[config.mk]
export PLATFORM = sky130hd
export DESIGN_NAME = reg_file_sb_flat
export DESIGN_NICKNAME = d
export VERILOG_FILES = /design/src/rtl/reg_file_sb_if.sv /design/src/rtl/reg_file_sb.sv /design/src/flat_wrapper.sv
export SDC_FILE = /design/constraint.sdc
export NUM_CORES = 1
export LEC_CHECK = 0
export CAP_MARGIN = 10
export CELL_PAD_IN_SITES_DETAIL_PLACEMENT = 0
export CELL_PAD_IN_SITES_GLOBAL_PLACEMENT = 1
export CORE_MARGIN = 10
export CORE_UTILIZATION = 49
export DETAILED_ROUTE_END_ITERATION = 16
export PLACE_DENSITY_LB_ADDON = 0.1
export SYNTH_ARGS = -nofsm -noshare
export SYNTH_HDL_FRONTEND = slang
export SYNTH_SLANG_ARGS = --single-unit
export TNS_END_PERCENT = 50
[constraint.sdc]
create_clock -name clk -period 3.92 [get_ports clk]
set_clock_uncertainty 0.15 [all_clocks]
set_input_delay 0.784 -clock clk [delete_from_list [all_inputs] [get_ports clk]]
set_output_delay 0.784 -clock clk [all_outputs]
set_load 0.02 [all_outputs]
[src/rtl/reg_file_sb_if.sv]
// ---------------------------------------------------------------------------
// reg_file_sb_if
// Bundles the read, write, allocate and clear signals of the scoreboarded
// register file so that the file and its user connect through one port.
//
// Parameters:
//   XLEN  - register width in bits
//   NREGS - register count (power of two, >= 4)
//   NRD   - number of read ports (1..4)
//
// Signals:
//   rd_addr    NRD*AW    read addresses; port i at [i*AW +: AW]
//   rd_data    NRD*XLEN  read data; port i at [i*XLEN +: XLEN]
//   rd_busy    NRD       scoreboard busy bit for each read address
//   wr_en      1         write strobe
//   wr_addr    AW        write address
//   wr_data    XLEN      write data
//   alloc_en   1         mark a destination register pending
//   alloc_addr AW        register to mark pending
//   clr_req    1         start a full-file clear sweep
//   ready      1         file is idle and accepts writes/allocs
//   clr_done   1         one-cycle pulse when a sweep completes
//
// Modports:
//   master - the user of the register file (drives addresses and strobes)
//   slave  - the register file itself
// ---------------------------------------------------------------------------
interface reg_file_sb_if #(
  parameter int XLEN  = 32,
  parameter int NREGS = 32,
  parameter int NRD   = 2
);
  localparam int AW = $clog2(NREGS);

  logic [NRD*AW-1:0]   rd_addr;
  logic [NRD*XLEN-1:0] rd_data;
  logic [NRD-1:0]      rd_busy;
  logic                wr_en;
  logic [AW-1:0]       wr_addr;
  logic [XLEN-1:0]     wr_data;
  logic                alloc_en;
  logic [AW-1:0]       alloc_addr;
  logic                clr_req;
  logic                ready;
  logic                clr_done;

  modport master (
    output rd_addr, wr_en, wr_addr, wr_data, alloc_en, alloc_addr, clr_req,
    input  rd_data, rd_busy, ready, clr_done
  );

  modport slave (
    input  rd_addr, wr_en, wr_addr, wr_data, alloc_en, alloc_addr, clr_req,
    output rd_data, rd_busy, ready, clr_done
  );
endinterface

[src/rtl/reg_file_sb.sv]
// ---------------------------------------------------------------------------
// reg_file_sb
// Register file with a per-register scoreboard busy bit and a clear sweep.
// Reads are combinational on NRD ports. A write stores data and clears the
// busy bit, an allocate sets it (allocate wins on a same-address collision).
// Register 0 is hard-wired to zero and never busy. A clear sweep zeroes one
// register per cycle, index 0 to NREGS-1; reset always starts such a sweep,
// and ready stays low until it finishes.
//
// Ports:
//   clk  - clock, all state updates on the rising edge
//   rst  - asynchronous active-high reset
//   bus  - reg_file_sb_if slave modport (read ports, write, alloc, clear,
//          ready and clr_done)
//
// Configuration:
//   REG_FILE_SB_BYPASS_EN - when defined, a write in the current cycle is
//   forwarded to any read port addressing the same register. When undefined,
//   the new value appears the cycle after the write.
// ---------------------------------------------------------------------------
module reg_file_sb #(
  parameter int XLEN  = 32,
  parameter int NREGS = 32,
  parameter int NRD   = 2
) (
  input logic          clk,
  input logic          rst,
  reg_file_sb_if.slave bus
);
  localparam int AW = $clog2(NREGS);

  typedef enum logic {
    IDLE,
    CLEAR
  } state_t;

  state_t          r_state;
  logic            r_ready;
  logic            r_clrDone;
  logic [AW-1:0]   r_sweepIdx;
  logic [NREGS-1:0] r_busy;
  logic [XLEN-1:0] r_regs [NREGS];

  logic w_wrOk;
  logic w_allocOk;

  // Writes and allocates are only honoured while idle, and never to r0.
  assign w_wrOk    = r_ready && bus.wr_en    && (bus.wr_addr    != '0);
  assign w_allocOk = r_ready && bus.alloc_en && (bus.alloc_addr != '0);

  // Control FSM plus scoreboard. ready mirrors the IDLE state but is kept as
  // its own flop so the output is registered. In IDLE the write clears busy
  // first and the allocate sets it afterwards, so the allocate wins when both
  // hit the same register.
  always_ff @(posedge clk or posedge rst) begin
    if (rst) begin
      r_state    <= CLEAR;
      r_ready    <= 1'b0;
      r_clrDone  <= 1'b0;
      r_sweepIdx <= '0;
      r_busy     <= '0;
    end else begin
      r_clrDone <= 1'b0;
      case (r_state)
        IDLE: begin
          if (w_wrOk) begin
            r_busy[bus.wr_addr] <= 1'b0;
          end
          if (w_allocOk) begin
            r_busy[bus.alloc_addr] <= 1'b1;
          end
          if (bus.clr_req) begin
            r_state    <= CLEAR;
            r_ready    <= 1'b0;
            r_sweepIdx <= '0;
          end
        end
        CLEAR: begin
          r_busy[r_sweepIdx] <= 1'b0;
          if (r_sweepIdx == AW'(NREGS - 1)) begin
            r_state    <= IDLE;
            r_ready    <= 1'b1;
            r_clrDone  <= 1'b1;
            r_sweepIdx <= '0;
          end else begin
            r_sweepIdx <= r_sweepIdx + AW'(1);
          end
        end
        default: begin
          r_state <= CLEAR;
          r_ready <= 1'b0;
        end
      endcase
    end
  end

  // Data array. It has no reset of its own: the sweep that follows every
  // reset is what brings the contents to zero.
  always_ff @(posedge clk) begin
    if (r_state == CLEAR) begin
      r_regs[r_sweepIdx] <= '0;
    end else if (w_wrOk) begin
      r_regs[bus.wr_addr] <= bus.wr_data;
    end
  end

  // One combinational read path per port. Address 0 is forced to zero rather
  // than read from the array, because the array is undefined before the
  // first sweep completes.
  for (genvar g = 0; g < NRD; g++) begin : g_rd
    logic [AW-1:0]   w_addr;
    logic [XLEN-1:0] w_data;
    logic            w_busy;

    assign w_addr = bus.rd_addr[g*AW +: AW];

    always_comb begin
      w_data = '0;
      w_busy = 1'b0;
      if (w_addr != '0) begin
        w_data = r_regs[w_addr];
        w_busy = r_busy[w_addr];
`ifdef REG_FILE_SB_BYPASS_EN
        if (w_wrOk && (bus.wr_addr == w_addr)) begin
          w_data = bus.wr_data;
          w_busy = w_allocOk && (bus.alloc_addr == w_addr);
        end
`endif
      end
    end

    assign bus.rd_data[g*XLEN +: XLEN] = w_data;
    assign bus.rd_busy[g]              = w_busy;
  end

  assign bus.ready    = r_ready;
  assign bus.clr_done = r_clrDone;

endmodule

[src/flat_wrapper.sv]
// flat-port wrapper written by rule: the top's interface ports become plain ports
module reg_file_sb_flat 
#(
  parameter int XLEN  = 32,
  parameter int NREGS = 32,
  parameter int NRD   = 2
)
  (clk, rst, bus_rd_addr, bus_wr_en, bus_wr_addr, bus_wr_data, bus_alloc_en, bus_alloc_addr, bus_clr_req, bus_rd_data, bus_rd_busy, bus_ready, bus_clr_done);
  reg_file_sb_if #(.XLEN(XLEN), .NREGS(NREGS), .NRD(NRD)) bus_i ();
  input logic clk;
  input logic rst;
  input wire logic [$bits(bus_i.rd_addr)-1:0] bus_rd_addr;
  input wire logic [$bits(bus_i.wr_en)-1:0] bus_wr_en;
  input wire logic [$bits(bus_i.wr_addr)-1:0] bus_wr_addr;
  input wire logic [$bits(bus_i.wr_data)-1:0] bus_wr_data;
  input wire logic [$bits(bus_i.alloc_en)-1:0] bus_alloc_en;
  input wire logic [$bits(bus_i.alloc_addr)-1:0] bus_alloc_addr;
  input wire logic [$bits(bus_i.clr_req)-1:0] bus_clr_req;
  output wire logic [$bits(bus_i.rd_data)-1:0] bus_rd_data;
  output wire logic [$bits(bus_i.rd_busy)-1:0] bus_rd_busy;
  output wire logic [$bits(bus_i.ready)-1:0] bus_ready;
  output wire logic [$bits(bus_i.clr_done)-1:0] bus_clr_done;
  assign bus_i.rd_addr = bus_rd_addr;
  assign bus_i.wr_en = bus_wr_en;
  assign bus_i.wr_addr = bus_wr_addr;
  assign bus_i.wr_data = bus_wr_data;
  assign bus_i.alloc_en = bus_alloc_en;
  assign bus_i.alloc_addr = bus_alloc_addr;
  assign bus_i.clr_req = bus_clr_req;
  assign bus_rd_data = bus_i.rd_data;
  assign bus_rd_busy = bus_i.rd_busy;
  assign bus_ready = bus_i.ready;
  assign bus_clr_done = bus_i.clr_done;
  reg_file_sb #(.XLEN(XLEN), .NREGS(NREGS), .NRD(NRD)) u_core (.clk(clk), .rst(rst), .bus(bus_i));
endmodule
==> flow_summary.json <==
{
  "hp-class": "primary input to async pin",
  "dr.pass1.iters": 6,
  "endpoint_kind": "output port",
  "wire_per_inst_um": 37.0,
  "fin_crit_sh": 1.00,
  "grt_pass1_wl_mm": 248,
  "worstPathMaxFanout": 35,
  "design_area_um2": 60500,
  "synth-seq-cells": 1064,
  "finalMaxSlewViolations": 0,
  "syn_area_per_cell_um2": 17.3,
  "placed_area_um2": 56600,
  "num_rows": 117,
  "synthArstFlopShare": 0.0376,
  "drc": 0,
  "postLayoutCoreUtil": 0.592,
  "io_buffer_count": 124,
  "slowest_delay_ns": 0.45,
  "yosys.area.top_type_share": 0.607,
  "cpLargestDelayFamily": "buffers and inverters",
  "die_y_um": 342,
  "maxCapViolCount": 0,
  "drive_gt1_frac": 0.317,
  "crit_path_start_kind": "primary input",
  "grt.total_usage": 0.296,
  "synth_area_leaders": "edfxtp_1 (61%), mux4_2 (16%), mux2i_1 (6.6%)",
  "peakVddDrop_uv": 393,
  "violations": "negative setup slack",
  "yosysWarnings": 0,
  "clock_path_buffers": 3,
  "path_cells": "buf_8 -> buf_12 -> buf_12 -> mux2i_1 -> a221oi_1 -> o21ai_0 -> buf_4 -> a311oi_2 -> buf_4",
  "relSlewSlack": 0.119,
  "start_util": 0.496,
  "synthTopCellsByCount": "edfxtp_1 (1024), mux4_2 (363), mux2i_1 (333), nand2_1 (151), clkbuf_1 (110)",
  "final.setup.worst_slack_ns": -0.000160,
  "ant_nets": 0,
  "synth_cells": 2937,
  "synth_most_common_cell": "edfxtp_1",
  "crit_buf_inv": 5,
  "seq_area_frac_synth": 0.626,
  "crit_type": "primary input to output port",
  "cts_buffers": 114,
  "crit_slowest_cell": "a311oi_2",
  "crit_required_ns": 2.99,
  "clk_latency_ns": 0.70,
  "powerDensity_nw_per_um2": 511,
  "ys_dominant_reg_cell": "edfxtp_1",
  "hold_viol_final": 0,
  "timing.setup.tns_ns": -0.000160,
  "fin_nets": 3347,
  "synth_area_leader_cell": "edfxtp_1",
  "syn_area_um2": 50700,
  "grt_pass1_vias": 33400,
  "cts_sinks": 1064,
  "cts_hold_buf": 0,
  "routed_wl_mm": 176,
  "finalNonFillerCells": 4748,
  "dp.cells": 4532,
  "gr-total-overflow": 0,
  "die_width_um": 342,
  "syn_to_final_growth_pct": 19.4,
  "dp_hpwl_mm": 111,
  "cp.arrival_ns": 2.99,
  "setup_viol": 1,
  "synth_edf_count": 1024,
  "grt_max_degree": 46,
  "reg2reg_slack_ns": 0.80,
  "min_period_ns": 3.92,
  "finalWeightedCongestion": 0.892,
  "drtIter0Drc": 4590,
  "htreeDepth": 3,
  "vias_per_cell": 6.96,
  "fmax_mhz": 255,
  "core_region_area_um2": 102000,
  "antenna_found_initial": 2,
  "root_buffer": "clkbuf_16",
  "die_area_um2": 117000,
  "num_vias": 33000,
  "rsz0062_at_grt": "true",
  "io_pins": 125,
  "cts_tree": "built",
  "p_leak_uw": 0.0203,
  "worstMarginPinSlew_ns": 1.32,
  "synth_cell_types": 56,
  "clkTransAtPathRegs_ns": 0.06,
  "syn_nets": 2999,
  "status": "finished with violations"
}
==> flip-flops by register name (all words and copies together) (netlist names) <==
signal	count
u_core.bus.ready	1
u_core.r_busy	32
u_core.r_state	1
u_core.r_regs	1024
u_core.bus.clr_done	1
u_core.r_sweepIdx	5
==> final timing paths <==
kind                             startpoint                    to  depth (start not counted)
setup / recovery             bus_rd_addr[2]       bus_rd_data[28]                          9
hold / removal                          rst  u_core.r_sweepIdx[2]                          2
setup reg to reg           u_core.bus.ready  u_core.r_regs[5][24]                          5
hold reg to reg            u_core.r_busy[0]      u_core.r_busy[0]                          1
max in group asynchronous               rst     u_core.r_busy[27]                          3
min in group clk           u_core.r_busy[0]      u_core.r_busy[0]                          1
==> power breakdown <==
part           leakage [uW]  internal, uW  switching, uW
logic               0.00871          2200           3610
clock network       0.00183          6310           4580
registers           0.00974         13700            545
total                0.0203         22200           8730
==> repair_timing <==
item,4_1_cts,5_1_grt
pin swaps,1,0
buffers inserted,5,0
gates resized for setup,37,20
cloned,0,0
setup endpoints to repair,33,21
==> layout by cell type, fill, tap and decap left out, types with 35 or more instances in the layout <==
cell	instances
dfrtp_1	39
o221ai_1	66
buf_4	273
nor2b_1	40
mux2_2	66
edfxtp_1	1024
buf_12	109
a21oi_1	35
mux2i_1	332
clkbuf_16	115
a211oi_1	60
o21ai_0	106
a221oi_1	36
clkdlybuf4s50_1	51
nand2_1	151
a22oi_1	98
mux4_2	363
==> logic make-up (layout without fill, tap and decap cells) <==
logic type,count (synthesis),in the layout,synth area share
AO/OA/AOI/OAI,495,495,0.0715
XOR/XNOR,2,2,0.000346
adder cells (fa/ha/maj),5,5,0.00123
flip-flops,1064,1064,0.626
other,0,1,0
AND/OR/NAND/NOR,352,352,0.0339
multiplexers,762,762,0.242
buffers and inverters,257,699,0.0250
==> cell type report <==
| cell class | instances | area (um2) |
|---|---|---|
| timing repair buffer | 474 | 5170 |
| antenna | 1 | 2.50 |
| clock buffer | 140 | 2970 |
| fill | 7563 | 41600 |
| clock inverter | 70 | 767 |
| inverter | 15 | 58.8 |
| sequential | 1064 | 31800 |
| multi-input combinational | 1616 | 18100 |
| tap | 1368 | 1710 |
==> worst reg2reg max path, stage by stage, from the launching register on <==
cell	delay, ns
dfrtp_1	0.54
nand3b_1	0.19
a21oi_4	0.18
buf_4	0.20
buf_4	0.46
and2_1	1.02
==> metal layers <==
layer	wire length [um]	global-route usage	part of all wire	up-vias
li1	-	-	-	13100
met4	5770	0.0979	0.033	2
met5	11	0	0.000063	-
met3	20500	0.0715	0.12	343
met1	68000	0.410	0.39	17400
met2	81400	0.459	0.46	2200
==> metrics by stage <==
stage	power, uW	setup WS [ns]	hold slack, ns
5_1_grt	31800	-0.0392	0.207
4_1_cts	30900	0.000496	0.185
3_3_place_gp	20000	-0.201	0.402
6_report	30900	-0.000160	0.204
3_5_place_dp	20200	-0.207	0.433
2_1_floorplan	17200	-0.732	0.370
(Power assumes the default switching activity.)
